**src/rtl/mem_req_pkg.sv**
```systemverilog
// Shared types and lane helpers for the 64-bit block memory request initiator.
package mem_req_pkg;
  localparam int BLK_W  = 64;
  localparam int WORD_W = 16;
  localparam int LANES  = 4;

  typedef enum logic [2:0] {
    IDLE,
    RD_REQ,
    RD_WAIT,
    WR_REQ,
    WR_WAIT,
    DONE
  } state_t;

  // Word 0 sits in the least significant 16 bits of the block.
  function automatic logic [WORD_W-1:0] lane_sel(input logic [BLK_W-1:0] blk,
                                                 input logic [$clog2(LANES)-1:0] idx);
    return blk[idx*WORD_W +: WORD_W];
  endfunction

  function automatic logic [BLK_W-1:0] lane_merge(input logic [BLK_W-1:0] blk,
                                                  input logic [$clog2(LANES)-1:0] idx,
                                                  input logic [WORD_W-1:0] word);
    logic [BLK_W-1:0] res;
    res = blk;
    res[idx*WORD_W +: WORD_W] = word;
    return res;
  endfunction
endpackage

```
**src/rtl/mem_req_init_timer.sv**
```systemverilog
// Saturating response timer: counts enabled cycles up to limit, hit while at limit.
// Zero limit disables it (count held at 0, hit never asserts); clear has priority.
module req_timer #(
  parameter int CNT_W = 11
) (
  input  logic             clk,
  input  logic             rstn,
  input  logic             clr,
  input  logic             en,
  input  logic [CNT_W-1:0] limit,
  output logic             hit
);
  logic [CNT_W-1:0] cnt;

  always_ff @(posedge clk or negedge rstn) begin
    if (!rstn) begin
      cnt <= '0;
    end else if (clr || (limit == '0)) begin
      cnt <= '0;
    end else if (en && (cnt != limit)) begin
      cnt <= cnt + 1'b1;
    end
  end

  assign hit = (limit != '0) && (cnt == limit);
endmodule

```
**src/rtl/mem_req_init.sv**
```systemverilog
// Word-to-block memory initiator; reads take 3+k cycles, writes (read-modify-write) 5+2k.
// No backpressure: cpuReq is only sampled in IDLE, hung memory is cut off by the timeout.
module mem_req_init
  import mem_req_pkg::*;
#(
  parameter int TIMEOUT_CYC = 1024,
  parameter int CNT_W       = 11
) (
  input  logic               clk,
  input  logic               rstn,
  input  logic               cpuReq,
  input  logic               cpuWr,
  input  logic [15:0]        cpuAddr,
  input  logic [WORD_W-1:0]  cpuWData,
  output logic [WORD_W-1:0]  cpuRData,
  output logic               cpuDone,
  output logic               cpuBusy,
  output logic               memErr,
  output logic               startReq,
  output logic [15:0]        inAddr,
  output logic               isRd,
  output logic [BLK_W-1:0]   inData,
  input  logic [BLK_W-1:0]   outData,
  input  logic               reqFinish
);
  localparam logic [CNT_W-1:0] TIMER_LIMIT = CNT_W'(TIMEOUT_CYC);

  state_t             state;
  logic               accWr;
  logic [1:0]         accIdx;
  logic [WORD_W-1:0]  accWData;
  logic               timerHit;
  logic               timerClr;
  logic               timerEn;
  logic               unusedAddrLsb;

  // Byte address bit 0 does not affect lane selection.
  assign unusedAddrLsb = cpuAddr[0];

  assign timerClr = (state == RD_REQ) || (state == WR_REQ);
  assign timerEn  = ((state == RD_WAIT) || (state == WR_WAIT)) && !reqFinish;

  req_timer #(
    .CNT_W(CNT_W)
  ) uTimer (
    .clk  (clk),
    .rstn (rstn),
    .clr  (timerClr),
    .en   (timerEn),
    .limit(TIMER_LIMIT),
    .hit  (timerHit)
  );

  always_ff @(posedge clk or negedge rstn) begin
    if (!rstn) begin
      state    <= IDLE;
      accWr    <= 1'b0;
      accIdx   <= '0;
      accWData <= '0;
      cpuRData <= '0;
      cpuDone  <= 1'b0;
      cpuBusy  <= 1'b0;
      memErr   <= 1'b0;
      startReq <= 1'b0;
      inAddr   <= '0;
      isRd     <= 1'b1;
      inData   <= '0;
    end else begin
      cpuDone  <= 1'b0;
      startReq <= 1'b0;
      unique case (state)
        IDLE: begin
          if (cpuReq) begin
            accWr    <= cpuWr;
            accIdx   <= cpuAddr[2:1];
            accWData <= cpuWData;
            inAddr   <= {cpuAddr[15:3], 3'b000};
            isRd     <= 1'b1;
            startReq <= 1'b1;
            cpuBusy  <= 1'b1;
            state    <= RD_REQ;
          end
        end
        RD_REQ: state <= RD_WAIT;
        RD_WAIT: begin
          // A finish in the limit cycle wins over the timeout.
          if (reqFinish) begin
            if (accWr) begin
              inData   <= lane_merge(outData, accIdx, accWData);
              isRd     <= 1'b0;
              startReq <= 1'b1;
              state    <= WR_REQ;
            end else begin
              cpuRData <= lane_sel(outData, accIdx);
              state    <= DONE;
            end
          end else if (timerHit) begin
            memErr <= 1'b1;
            if (!accWr) begin
              cpuRData <= '0;
            end
            state <= DONE;
          end
        end
        WR_REQ: state <= WR_WAIT;
        WR_WAIT: begin
          if (reqFinish) begin
            state <= DONE;
          end else if (timerHit) begin
            memErr <= 1'b1;
            state  <= DONE;
          end
        end
        DONE: begin
          cpuDone <= 1'b1;
          isRd    <= 1'b1;
          cpuBusy <= 1'b0;
          state   <= IDLE;
        end
        default: state <= IDLE;
      endcase
    end
  end
endmodule

```
**config.mk**
```make
export PLATFORM = sky130hd
export DESIGN_NAME = mem_req_init
export DESIGN_NICKNAME = d
export VERILOG_FILES = /design/src/rtl/mem_req_pkg.sv /design/src/rtl/mem_req_init_timer.sv /design/src/rtl/mem_req_init.sv
export SDC_FILE = /design/constraint.sdc
export NUM_CORES = 1
export LEC_CHECK = 0
export CORE_UTILIZATION = 35
export CTS_CLUSTER_SIZE = 14
export DETAILED_ROUTE_END_ITERATION = 12
export PLACE_DENSITY = 0.65
export SLEW_MARGIN = 20
export SYNTH_ARGS = -nofsm -noshare
export SYNTH_HDL_FRONTEND = slang
export SYNTH_HIERARCHICAL = 1
export SYNTH_SLANG_ARGS = --single-unit
```
**constraint.sdc**
```tcl
create_clock -name clk -period 8 [get_ports clk]
set_clock_uncertainty 0.15 [all_clocks]
set_input_delay 0.8 -clock clk [delete_from_list [all_inputs] [get_ports clk]]
set_output_delay 0.8 -clock clk [all_outputs]
set_load 0.02 [all_outputs]
```
Word level (Yosys, flattened, before mapping) --
Index checks and enable logic that the tools add are counted.
Cells by class: eq/ne operators 10, reduce and logical (&&, ||, !) cells 17, add/subtract/negate cells 2, shift operators 3, mux-type cells 23, bitwise gates (word level) 2
Operator list (number):
- $bwmux W64 | 1
- $mux W16 | 4
- $shift A16 B34 Y64 const A | 1
- $shiftx A16 B34 Y64 | 1
- $shiftx A64 B7 Y16 | 1
- $neg A6 Y34 | 1
- $mux W11 | 2
- $mux W3 | 5
- $pmux W3 S5 | 1
- $add A11 B1 Y11 const B | 1
- $eq A11 B11 Y1 const B | 1
- $ne A11 B11 Y1 const B | 1
- $reduce_and A3 Y1 | 3
- $mux W1 | 7
- $eq A3 B2 Y1 const B | 2
- $eq A3 B3 Y1 const B | 2
- $ne A2 B2 Y1 const B | 3
- $reduce_bool A2 Y1 | 3
- $pmux W1 S2 | 2
- $reduce_and A2 Y1 | 2
- $reduce_and A4 Y1 | 1
- $eq A3 B1 Y1 const B | 1
- $logic_not A3 Y1 | 1
- $pmux W1 S3 | 1
- other kinds (6) | 9
Storage, ports and cells: flip-flop bits (word level) 131, word-level logic and storage cells 70, output and inout bits 101

Longest topological paths before layout --
depth in word-level cells 6, depth in mapped cells 10, depth with buffers taken out 7

Hierarchy --
The synthesis kept the hierarchy.
Modules (own cells, without submodules):
- mem_req_init | sequential area each 3004.1 sq um, cells an instance 512, instances 1, area an instance 5793.1 sq um
- req_timer | sequential area each 275.3 sq um, cells an instance 84, instances 1, area an instance 733.2 sq um

Least setup slack after synthesis --
No wires, ideal clock.
path type register to register, start point register accIdx[1], end point register inData[38], data arrival time 2.322 ns, path slack 5.450 ns, stages on the path, launching flop included 10, cell sequence dfrtp_1 -> clkbuf_1 -> clkbuf_1 -> inv_1 -> ha_1 -> clkbuf_2 -> nor4b_4 -> buf_2 -> a31oi_1 -> a21oi_1
Between the ends: cells in the longest elaborated chain, start to end 3, elaborated cells between the ends (all ways) 4, classes of those cells 1 x add/sub; 2 x shift; 1 x mux
RTL lines:
- from (decl) | line mem_req_init.sv:30 | logic [1:0] accIdx;
- from (signal assigned) | line mem_req_init.sv:75 | accIdx <= cpuAddr[2:1];
- $neg A6 Y34 (*) | line mem_req_pkg.sv:27 | res[idx*WORD_W +: WORD_W] = word;
- $shiftx A16 B34 Y64 or $shift A16 B34 Y64 (tied branches) | line mem_req_pkg.sv:27
- $bwmux W64 (*) | line mem_req_pkg.sv:27
- to (signal assigned) | line mem_req_init.sv:89 | inData <= lane_merge(outData, accIdx, accWData);
- to (decl) | line mem_req_init.sv:22 | output logic [BLK_W-1:0] inData,
Every way passes the cells marked *; elsewhere a longest branch is shown, timed or not. A chain may end at the register's enable or synchronous reset.

Worst setup path after layout --
start point register accIdx[1], end point register inData[43]
Same word-level chain as after synthesis.

==> results.cfg <==
[outcome]
status = finished, violations left
violations = DRC

[setup_path]
worstSetupPathType = flop to flop
cp_cell_sequence = inv_1 > ha_1 > nor4b_4 > a31oi_1 > a21oi_1
endpoint_kind = flop
cp_top_family = simple AND/OR/NAND/NOR gates
crit_path_max_incr_delay_ns = 1.06
worstSetupStartpointType = flop
worstPathRequired_ns = 8.20
cp_max_fo = 20
worst_path_max_delay_cell = nor4b_4
crit_arrival_ns = 3.60
critPathBufInv = 1

[timing]
final_max_slew_viol_count = 0
rsz0062_at_grt = false
final-hold-violation-count = 0
relSlewSlack_pct = 25.4
final.setup.tns_ns = 0
setup_viol = 0
fmax_mhz = 294
worst_pin_slew_ns = 1.11
min_period_ns = 3.40
fin_crit_sh_pct = 42.6

[synthesis]
synth_edf_count = 0
synth_top_area_share_pct = 49.8
yosys.area.top_type = dfrtp_1
syn_area_per_cell_um2 = 11.0
synth.most_common_cell = a21oi_1
ys_ff_latch = 131
ys_warn_count = 6
syn-instance-count = 596
synth_top_flop_cell = dfrtp_1
synth.top_cells.by_count = a21oi_1, dfrtp_1, nor2b_1, a32oi_1, clkbuf_1
ys_types = 50
synth_top_cells_by_area = dfrtp_1, a21oi_1, mux4_2
async_flop_share_pct = 100
synth_area_um2 = 6530
seq_area_frac_synth_pct = 50.2

[cts]
htreeDepth = 4
cts_tree = built
clk_pin_slew_ns = 0.06
clockRootBuffer = clkbuf_16
clock-sinks = 131
clock_path_buffers = 2
cts_hold_buf = 0
postCtsResizedCells = 0
post-cts-setup-buffers = 0
cts_made_buffers = 17
insertion_delay_ns = 0.43

[die]
dieWidth_um = 139
dieArea_um2 = 19200
rows = 49
die_h_um = 139
start_util_pct = 36.0
io_pins = 202
core_um2 = 18100

[route]
wl_um = 22100
drt_pass1_iterations = 9
routedWlPerCell_um = 21.5
drt_iter0_markers = 513
vias = 5882
vias_per_cell = 5.71
drc = 19
ant_nets = 0

[place]
io_buffer_count = 197
hpwlAfterDp_um = 15700
gp_congestion = 0.923
dpl_cell_area_um2 = 8660

[power]
p_sw_mw = 1.63
p_clk_share_pct = 19.7
switching_share_pct = 41.5
leakage_nw = 3.71
p_comb_share_pct = 48.3
p_per_area_nw_per_um2 = 423
vdd_drop_max_mv = 0.197
cellInternalPower_mw = 2.29
seqPwrFrac_pct = 32.0

[min_path]
min_path_type = input pin to async pin

[layout]
area_growth_pct = 41.9
layout-drive-gt1-share_pct = 11.3
nNetsFinal = 892
final_area_um2 = 9260

[global_routing]
antenna_found_initial = 3
grt_pass1_vias = 5742
grt_pass1_wl_um = 34000
grt-ovfl-total = 0
grt_max_degree = 86
grt_use_total_pct = 23.5

[flow_run]
maxCapViolCount = 0
==> cell families after synthesis <==
group | count (synthesis) | synth area share (%)
multiplexers | 48 | 11.0
other | 2 | 0.115
flip-flops | 131 | 50.2
adder cells (fa/ha/maj) | 6 | 1.15
AO/OA/AOI/OAI | 242 | 22.2
buffers and inverters | 67 | 4.83
AND/OR/NAND/NOR | 87 | 8.68
XOR/XNOR | 13 | 1.74
==> power groups by stage <==
stage,clock [mW],combinational [mW],sequential (mW)
after floorplan,0,0.829,1.46
after global placement,0,1.84,1.25
after global routing,0.814,2.01,1.29
final,0.771,1.89,1.25
after detailed placement,0,1.88,1.25
after CTS,0.783,1.89,1.25
==> layout make-up <==
class                   count  area [um2]
fillers                  1606        8880
well taps                 229         287
repair buffers            205        2030
clock buffers              17         425
flip-flops and latches    131        3280
diodes                      3        7.51
multi-input cells         421        3040
inverters                   9        33.8
clock inverters            15         159
==> metrics by stage <==
step | hold slack, ns | util [%] | worst slack, ns | cells | power [mW]
after floorplan | 0.354 | - | 5.45 | 619 | 2.29
after global placement | 0.307 | 47.7 | 4.38 | 995 | 3.08
after detailed placement | 0.306 | 47.7 | 4.33 | 995 | 3.13
after CTS | 0.319 | 51.0 | 4.64 | 1027 | 3.92
after global routing | 0.326 | 51.0 | 4.39 | 1030 | 4.12
final | 0.284 | 51.0 | 4.60 | 1030 | 3.91
==> routing by layer <==
layer	track usage, %	vias to the layer above	routed length (um)
met3	5.56	41	1670
li1	-	2598	-
met4	10.3	0	645
met5	0	-	0
met1	33.2	2930	9800
met2	34.3	313	10000
==> flip-flops by register name, summed over array words and instances (netlist names) <==
| signal | cells |
|---|---|
| accWr | 1 |
| uTimer/cnt | 11 |
| cpuRData | 16 |
| inData | 64 |
| startReq | 1 |
| accIdx | 2 |
| cpuDone | 1 |
| state | 3 |
| memErr | 1 |
| cpuBusy | 1 |
| accWData | 16 |
| inAddr | 13 |
| isRd | 1 |
==> placed cells by master (no fill, tap or decap), drive strengths merged, types with 10 or more instances in the layout <==
| cell | count |
|---|---|
| clkdlybuf4s50 | 196 |
| a21oi | 155 |
| dfrtp | 130 |
| nor2b | 34 |
| a32oi | 32 |
| mux2 | 32 |
| conb | 25 |
| a31oi | 18 |
| clkbuf | 17 |
| mux4 | 16 |
| a22o | 16 |
| xor2 | 12 |
| inv | 11 |
| o21ai | 10 |
==> worst paths after layout <==
path	to	slack, ns	depth (start not counted)	from
max	inData[43]	4.60	5	accIdx[1]
max in group asynchronous	cpuRData[3]	6.24	2	rstn
max reg2reg	inData[43]	4.60	5	accIdx[1]
min reg2reg	memErr	0.32	1	memErr
min	cpuRData[11]	0.28	1	rstn
min in group clk	memErr	0.32	1	memErr
==> worst reg2reg max path, delay by kind of cell, from the launching register on <==
family / cells / cell delay (ns)
flip-flops: 1 / 0.88
adder cells (fa/ha/maj): 1 / 0.53
AO/OA/AOI/OAI: 2 / 0.51
buffers and inverters: 1 / 0.20
AND/OR/NAND/NOR: 1 / 1.06
No activity file was read; power rests on OpenSTA's default activity.
